[src/rtl/rf_seq_ctrl.sv]
// Register-file operand sequencer: loads A/B/cfg slots, launches the vector FU, recycles A/B.
// Optional FU watchdog is compiled in with `define RF_SEQ_FU_TIMEOUT_EN.
// State   | meaning
// LOAD    | accept operands, issue RF writes, wait for write acks
// FIRE    | one-cycle FU launch with RF read enabled
// EXEC    | hold RF read until the FU reports done (or the watchdog trips)
module rf_seq_ctrl #(
  parameter int WIDTH          = 16,
  parameter int NUM_INPUTS     = 4,
  parameter int TIMEOUT_CYCLES = 255
) (
  input  logic                        clk,
  input  logic                        reset,
  input  logic                        a_valid,
  output logic                        a_ready,
  input  logic [WIDTH*NUM_INPUTS-1:0] a_data,
  input  logic                        b_valid,
  output logic                        b_ready,
  input  logic [WIDTH*NUM_INPUTS-1:0] b_data,
  input  logic                        cfg_valid,
  output logic                        cfg_ready,
  input  logic [WIDTH-1:0]            cfg_data,
  output logic                        rf_wen1,
  output logic                        rf_wen2,
  output logic                        rf_wen3,
  output logic [WIDTH*NUM_INPUTS-1:0] rf_wdata1,
  output logic [WIDTH*NUM_INPUTS-1:0] rf_wdata2,
  output logic [WIDTH-1:0]            rf_wdata3,
  input  logic                        rf_wr_ack1,
  input  logic                        rf_wr_ack2,
  input  logic                        rf_wr_ack3,
  output logic                        rf_ren,
  output logic                        fu_start,
  input  logic                        fu_done,
  output logic                        busy,
  output logic [15:0]                 op_count,
  output logic                        err_timeout
);

  localparam logic [1:0] S_LOAD = 2'd0;
  localparam logic [1:0] S_FIRE = 2'd1;
  localparam logic [1:0] S_EXEC = 2'd2;

  if (TIMEOUT_CYCLES < 1) begin : g_param_check
    $error("rf_seq_ctrl: TIMEOUT_CYCLES must be at least 1");
  end

  logic [1:0]                  r_state;
  logic                        r_a_ld, r_b_ld, r_cfg_ld;
  logic                        r_a_pend, r_b_pend, r_cfg_pend;
  logic                        r_a_ready, r_b_ready, r_cfg_ready;
  logic                        r_rf_wen1, r_rf_wen2, r_rf_wen3;
  logic [WIDTH*NUM_INPUTS-1:0] r_rf_wdata1, r_rf_wdata2;
  logic [WIDTH-1:0]            r_rf_wdata3;
  logic                        r_rf_ren, r_fu_start, r_busy;
  logic [15:0]                 r_op_count;

  logic       w_a_hs, w_b_hs, w_cfg_hs;
  logic       w_a_ld_nxt, w_b_ld_nxt, w_cfg_ld_nxt;
  logic       w_a_pend_nxt, w_b_pend_nxt, w_cfg_pend_nxt;
  logic [1:0] w_state_nxt;
  logic       w_done, w_tmo;

  // Ready is only ever high in LOAD, so a handshake implies LOAD.
  assign w_a_hs   = a_valid   & r_a_ready;
  assign w_b_hs   = b_valid   & r_b_ready;
  assign w_cfg_hs = cfg_valid & r_cfg_ready;

`ifdef RF_SEQ_FU_TIMEOUT_EN
  localparam int TCW = ($clog2(TIMEOUT_CYCLES + 1) > 8) ? $clog2(TIMEOUT_CYCLES + 1) : 8;
  logic [TCW-1:0] r_tcnt;
  logic           r_err_timeout;

  assign w_tmo = (r_state == S_EXEC) && !fu_done && (r_tcnt == TCW'(TIMEOUT_CYCLES - 1));

  always_ff @(posedge clk) begin
    if (reset) begin
      r_tcnt        <= '0;
      r_err_timeout <= 1'b0;
    end else begin
      if (w_state_nxt == S_FIRE) r_tcnt <= '0;
      else if (r_state == S_EXEC) r_tcnt <= r_tcnt + 1'b1;
      if (w_tmo) r_err_timeout <= 1'b1;
    end
  end

  assign err_timeout = r_err_timeout;
`else
  assign w_tmo       = 1'b0;
  assign err_timeout = 1'b0;
`endif

  always_comb begin
    w_a_pend_nxt   = r_a_pend   | w_a_hs;
    w_b_pend_nxt   = r_b_pend   | w_b_hs;
    w_cfg_pend_nxt = r_cfg_pend | w_cfg_hs;
    w_a_ld_nxt     = r_a_ld;
    w_b_ld_nxt     = r_b_ld;
    w_cfg_ld_nxt   = r_cfg_ld;
    // Acks outside a pending slot are ignored.
    if (r_a_pend & rf_wr_ack1)   begin w_a_pend_nxt   = 1'b0; w_a_ld_nxt   = 1'b1; end
    if (r_b_pend & rf_wr_ack2)   begin w_b_pend_nxt   = 1'b0; w_b_ld_nxt   = 1'b1; end
    if (r_cfg_pend & rf_wr_ack3) begin w_cfg_pend_nxt = 1'b0; w_cfg_ld_nxt = 1'b1; end

    w_state_nxt = r_state;
    w_done      = 1'b0;
    case (r_state)
      S_LOAD: begin
        if (w_a_ld_nxt & w_b_ld_nxt & w_cfg_ld_nxt &
            !(w_a_pend_nxt | w_b_pend_nxt | w_cfg_pend_nxt))
          w_state_nxt = S_FIRE;
      end
      S_FIRE, S_EXEC: begin
        if (fu_done) begin
          w_done      = 1'b1;
          w_state_nxt = S_LOAD;
        end else if (w_tmo) begin
          w_state_nxt = S_LOAD;
        end else begin
          w_state_nxt = S_EXEC;
        end
      end
      default: w_state_nxt = S_LOAD;
    endcase

    // Config stays loaded across operations; only the operand slots recycle.
    if (w_done | w_tmo) begin
      w_a_ld_nxt = 1'b0;
      w_b_ld_nxt = 1'b0;
    end
  end

  always_ff @(posedge clk) begin
    if (reset) begin
      r_state     <= S_LOAD;
      r_a_ld      <= 1'b0;
      r_b_ld      <= 1'b0;
      r_cfg_ld    <= 1'b0;
      r_a_pend    <= 1'b0;
      r_b_pend    <= 1'b0;
      r_cfg_pend  <= 1'b0;
      r_a_ready   <= 1'b0;
      r_b_ready   <= 1'b0;
      r_cfg_ready <= 1'b0;
      r_rf_wen1   <= 1'b0;
      r_rf_wen2   <= 1'b0;
      r_rf_wen3   <= 1'b0;
      r_rf_wdata1 <= '0;
      r_rf_wdata2 <= '0;
      r_rf_wdata3 <= '0;
      r_rf_ren    <= 1'b0;
      r_fu_start  <= 1'b0;
      r_busy      <= 1'b0;
      r_op_count  <= '0;
    end else begin
      r_state     <= w_state_nxt;
      r_a_ld      <= w_a_ld_nxt;
      r_b_ld      <= w_b_ld_nxt;
      r_cfg_ld    <= w_cfg_ld_nxt;
      r_a_pend    <= w_a_pend_nxt;
      r_b_pend    <= w_b_pend_nxt;
      r_cfg_pend  <= w_cfg_pend_nxt;
      r_a_ready   <= (w_state_nxt == S_LOAD) & !w_a_ld_nxt   & !w_a_pend_nxt;
      r_b_ready   <= (w_state_nxt == S_LOAD) & !w_b_ld_nxt   & !w_b_pend_nxt;
      r_cfg_ready <= (w_state_nxt == S_LOAD) & !w_cfg_ld_nxt & !w_cfg_pend_nxt;
      r_rf_wen1   <= w_a_hs;
      r_rf_wen2   <= w_b_hs;
      r_rf_wen3   <= w_cfg_hs;
      if (w_a_hs)   r_rf_wdata1 <= a_data;
      if (w_b_hs)   r_rf_wdata2 <= b_data;
      if (w_cfg_hs) r_rf_wdata3 <= cfg_data;
      r_rf_ren    <= (w_state_nxt != S_LOAD);
      r_fu_start  <= (w_state_nxt == S_FIRE);
      r_busy      <= (w_state_nxt != S_LOAD);
      if (w_done) r_op_count <= r_op_count + 16'd1;
    end
  end

  assign a_ready   = r_a_ready;
  assign b_ready   = r_b_ready;
  assign cfg_ready = r_cfg_ready;
  assign rf_wen1   = r_rf_wen1;
  assign rf_wen2   = r_rf_wen2;
  assign rf_wen3   = r_rf_wen3;
  assign rf_wdata1 = r_rf_wdata1;
  assign rf_wdata2 = r_rf_wdata2;
  assign rf_wdata3 = r_rf_wdata3;
  assign rf_ren    = r_rf_ren;
  assign fu_start  = r_fu_start;
  assign busy      = r_busy;
  assign op_count  = r_op_count;

endmodule

[config.mk]
export PLATFORM = sky130hd
export DESIGN_NAME = rf_seq_ctrl
export DESIGN_NICKNAME = d
export VERILOG_FILES = /design/src/rtl/rf_seq_ctrl.sv
export SDC_FILE = /design/constraint.sdc
export NUM_CORES = 1
export LEC_CHECK = 0
export ABC_CLOCK_PERIOD_IN_PS = 2500
export CAP_MARGIN = 40
export CELL_PAD_IN_SITES_DETAIL_PLACEMENT = 0
export CELL_PAD_IN_SITES_GLOBAL_PLACEMENT = 1
export CORE_MARGIN = 2
export CORE_UTILIZATION = 27
export CTS_CLUSTER_DIAMETER = 150
export CTS_CLUSTER_SIZE = 28
export DETAILED_ROUTE_END_ITERATION = 10
export GPL_TIMING_DRIVEN = 0
export PLACE_DENSITY = 0.78
export RECOVER_POWER = 100
export SLEW_MARGIN = 10
export SYNTH_ARGS = -nofsm -noshare
export SYNTH_HDL_FRONTEND = slang
export SYNTH_SLANG_ARGS = --single-unit
[constraint.sdc]
create_clock -name clk -period 2.5 [get_ports clk]
set_clock_uncertainty 0.05 [all_clocks]
set_input_delay 0.375 -clock clk [delete_from_list [all_inputs] [get_ports clk]]
set_output_delay 0.375 -clock clk [all_outputs]
set_load 0.005 [all_outputs]
==> results.json <==
{
  "status": "complete, no violations",
  "initial_utilization_pct": 27.6,
  "htree_levels": 4,
  "ys_seq_elements": 176,
  "cp.arrival_ps": 2400,
  "final_common_cell": "nand2_1",
  "cts.sinks": 176,
  "track_usage_pct": 17.2,
  "cts_buffer_depth": 2,
  "use_met1_pct": 21.4,
  "cts_tree": "done",
  "nets": 1272,
  "hp-class": "reg -> reg",
  "critPathMaxStageDelay_ps": 510,
  "met3_usage_pct": 5.93,
  "rows": 55,
  "vias_per_cell": 4.43,
  "drt_iter0_drc": 238,
  "synth_nets": 932,
  "endpoint_kind": "flip-flop",
  "yosys_warnings": 0,
  "grt_pass1_vias": 5947,
  "final_cell_mix": "nand2_1 (302), dfxtp_1 (176), dlygate4sd3_1 (173), a21oi_1 (155), clkdlybuf4s50_1 (148)",
  "hpwl_um": 16400,
  "synthSimpleGateAreaFrac_pct": 23.4,
  "cp_max_fo": 6,
  "crit-reg2reg-launch": "r_state[0]$_SDFF_PP0_",
  "synth_xor_area_share_pct": 1.26,
  "synth_top_area_share_pct": 56.1,
  "min_to": "rf_wdata2[2]$_SDFFE_PP0P_",
  "syn_to_final_growth_pct": 65.7,
  "total_power_mw": 6.47,
  "tightest_slew_ps": 711,
  "top_level_ports": 323,
  "synth_cell_type_count": 42,
  "antenna_found_initial": 2,
  "finalWeightedCongestion": 0.755,
  "grt_max_degree": 17,
  "ir_drop_mv": 0.398,
  "cts-buffers-inserted": 17,
  "drv_slew": 0,
  "leakage_nw": 4.15,
  "relSlewSlack_pct": 52.6,
  "crit_path_top_delay_cell": "or4_1",
  "place_area_um2": 9850,
  "die-width_um": 156,
  "hold_viol_final": 0,
  "setup_violations": 0,
  "syn_area_per_cell_um2": 8.09,
  "clk_pin_slew_ps": 60,
  "core_area_um2": 22700,
  "finalWirelength_um": 21600,
  "clkLatencyLatePin_ps": 420,
  "grt_use_met2_pct": 28.2,
  "critPathKind": "reg -> reg",
  "start_kind": "flip-flop",
  "async_flop_share_pct": 0,
  "cts_setup_buffers": 0,
  "die_h_um": 156,
  "globalRoute.totalOverflow": 0,
  "drive_gt1_share_pct": 3.46,
  "path_cells": "inv_1 -> ha_1 -> and4_1 -> nand3_1 -> or4_1 -> a21oi_1",
  "cts_hold_repair.buffers": 0,
  "reg2reg_slack_ps": 400,
  "final_antenna_net_count": 0,
  "route.detailed.drc": 0,
  "synth_top_family_by_area": "simple AND/OR/NAND/NOR gates",
  "synth_area_um2": 6280,
  "synth-compound-area-share_pct": 14.4,
  "grt_pass1_wl_um": 32600,
  "post-route-period-util_pct": 84.1,
  "setup_tns_ps": 0,
  "routed-via-count": 6261,
  "rsz0062_at_grt": "false",
  "dieArea_um2": 24500,
  "dr.pass1.iters": 4,
  "power_density_nw_per_um2": 622,
  "synth_ff_type": "dfxtp_1",
  "wl_per_cell_um": 15.3,
  "muxShareOfSynthArea_pct": 0.339,
  "synthCells": 776,
  "synth_seq_area_share_pct": 56.1,
  "worst_r2r_path_depth": 6,
  "top_usage_layer": "met2",
  "yosysTopAreaCell": "dfxtp_1",
  "port_buffers": 321,
  "synth-edff-count": 0,
  "final_area_um2": 10400,
  "crit_required_ps": 2800,
  "drv_cap": 0,
  "ys_top_cells_by_area": "dfxtp_1 (56%), nand2_1 (18%), a21oi_1 (12%)",
  "fin_crit_ps": 2100,
  "synth_fa_ha_area_share_pct": 0.598,
  "worstHoldStart": "rf_wdata2[2]$_SDFFE_PP0P_",
  "clock.fmax_ghz": 0.476,
  "holdPathStages": 2,
  "reg2reg_to": "op_count[15]$_SDFFE_PP0P_",
  "cts_resized": 0,
  "cts_root_buf": "clkbuf_16"
}
## synthesized netlist by cell type (4+ instances only)
cell type and instances:
nand2_1 302, dfxtp_1 176, a21oi_1 155, clkbuf_1 36
nor2_1 17, buf_1 12, xor2_1 8, nand4_1 6
o21ai_0 5, a211oi_1 4, and2_1 4, or3_1 4
## worst max-delay path: cells and delay by family, from the launching register on
family / cells / cell delay [ps]
AOI/OAI and AO/OA: 1 / 140
buffers and inverters: 1 / 80
adders and majority gates: 1 / 350
DFF: 1 / 390
and+or+nand+nor: 3 / 1010
## cell families after synthesis
logic type,Yosys count
AND/OR/NAND/NOR,357
other,1
flip-flops,176
multiplexers,2
adder cells (fa/ha/maj),3
buffers and inverters,55
AO/OA/AOI/OAI,173
XOR/XNOR,9
## sequential cells by signal (all words and copies together), names as in the netlist
name,flops
op_count,16
b_ready,1
rf_wdata3,16
busy,1
r_cfg_pend,1
r_state,2
fu_start,1
r_b_pend,1
r_cfg_ld,1
cfg_ready,1
a_ready,1
rf_wen2,1
rf_wen1,1
rf_wdata2,64
r_b_ld,1
r_a_pend,1
rf_wdata1,64
r_a_ld,1
rf_wen3,1
## report_power, final
part / leakage (nW) / switching, mW / internal (mW) / total (mW)
Sequential: 1.43 / 0.0612 / 2.93 / 2.99
Combinational: 2.45 / 0.366 / 0.468 / 0.833
Clock: 0.267 / 1.17 / 1.48 / 2.65
## metal layers
layer	share of wire, %	vias to the layer above
met3	7.4	24
met1	44	2829
met4	1.7	2
met2	47	186
met5	0.060	-
li1	-	3220
## area by class of cell
cell class | count | area (um^2)
diodes | 1 | 2.50
flip-flops and latches | 176 | 3520
clock buffers | 19 | 433
clock inverters | 12 | 135
multi-input cells | 545 | 2510
well taps | 285 | 357
plain buffers | 53 | 224
fillers | 2274 | 12300
repair buffers | 321 | 3210
inverters | 2 | 7.51
## worst max path at each step
| stage | depth (start not counted) | from | to | slack, ps |
|---|---|---|---|---|
| floorplan | 6 | r_state[0]$_SDFF_PP0_ | op_count[15]$_SDFFE_PP0P_ | 690 |
| global placement | 5 | reset | rf_wdata1[2]$_SDFFE_PP0P_ | 40 |
| detailed placement | 5 | reset | rf_wdata1[0]$_SDFFE_PP0P_ | 30 |
| CTS | 6 | r_state[0]$_SDFF_PP0_ | op_count[15]$_SDFFE_PP0P_ | 440 |
| global route | 6 | r_state[0]$_SDFF_PP0_ | op_count[15]$_SDFFE_PP0P_ | 210 |
| finish | 6 | r_state[0]$_SDFF_PP0_ | op_count[15]$_SDFFE_PP0P_ | 400 |
## through the flow
stage	util [%]	setup slack [ps]	hold WS, ps	instances
final	45.8	398	399	1414
after global routing	45.8	212	417	1414
after CTS	45.9	444	405	1413
after detailed placement	43.4	29.7	396	1382
after global placement	43.4	37.0	391	1382
after floorplan	-	688	400	776
No activity file was read; power rests on OpenSTA's default activity.
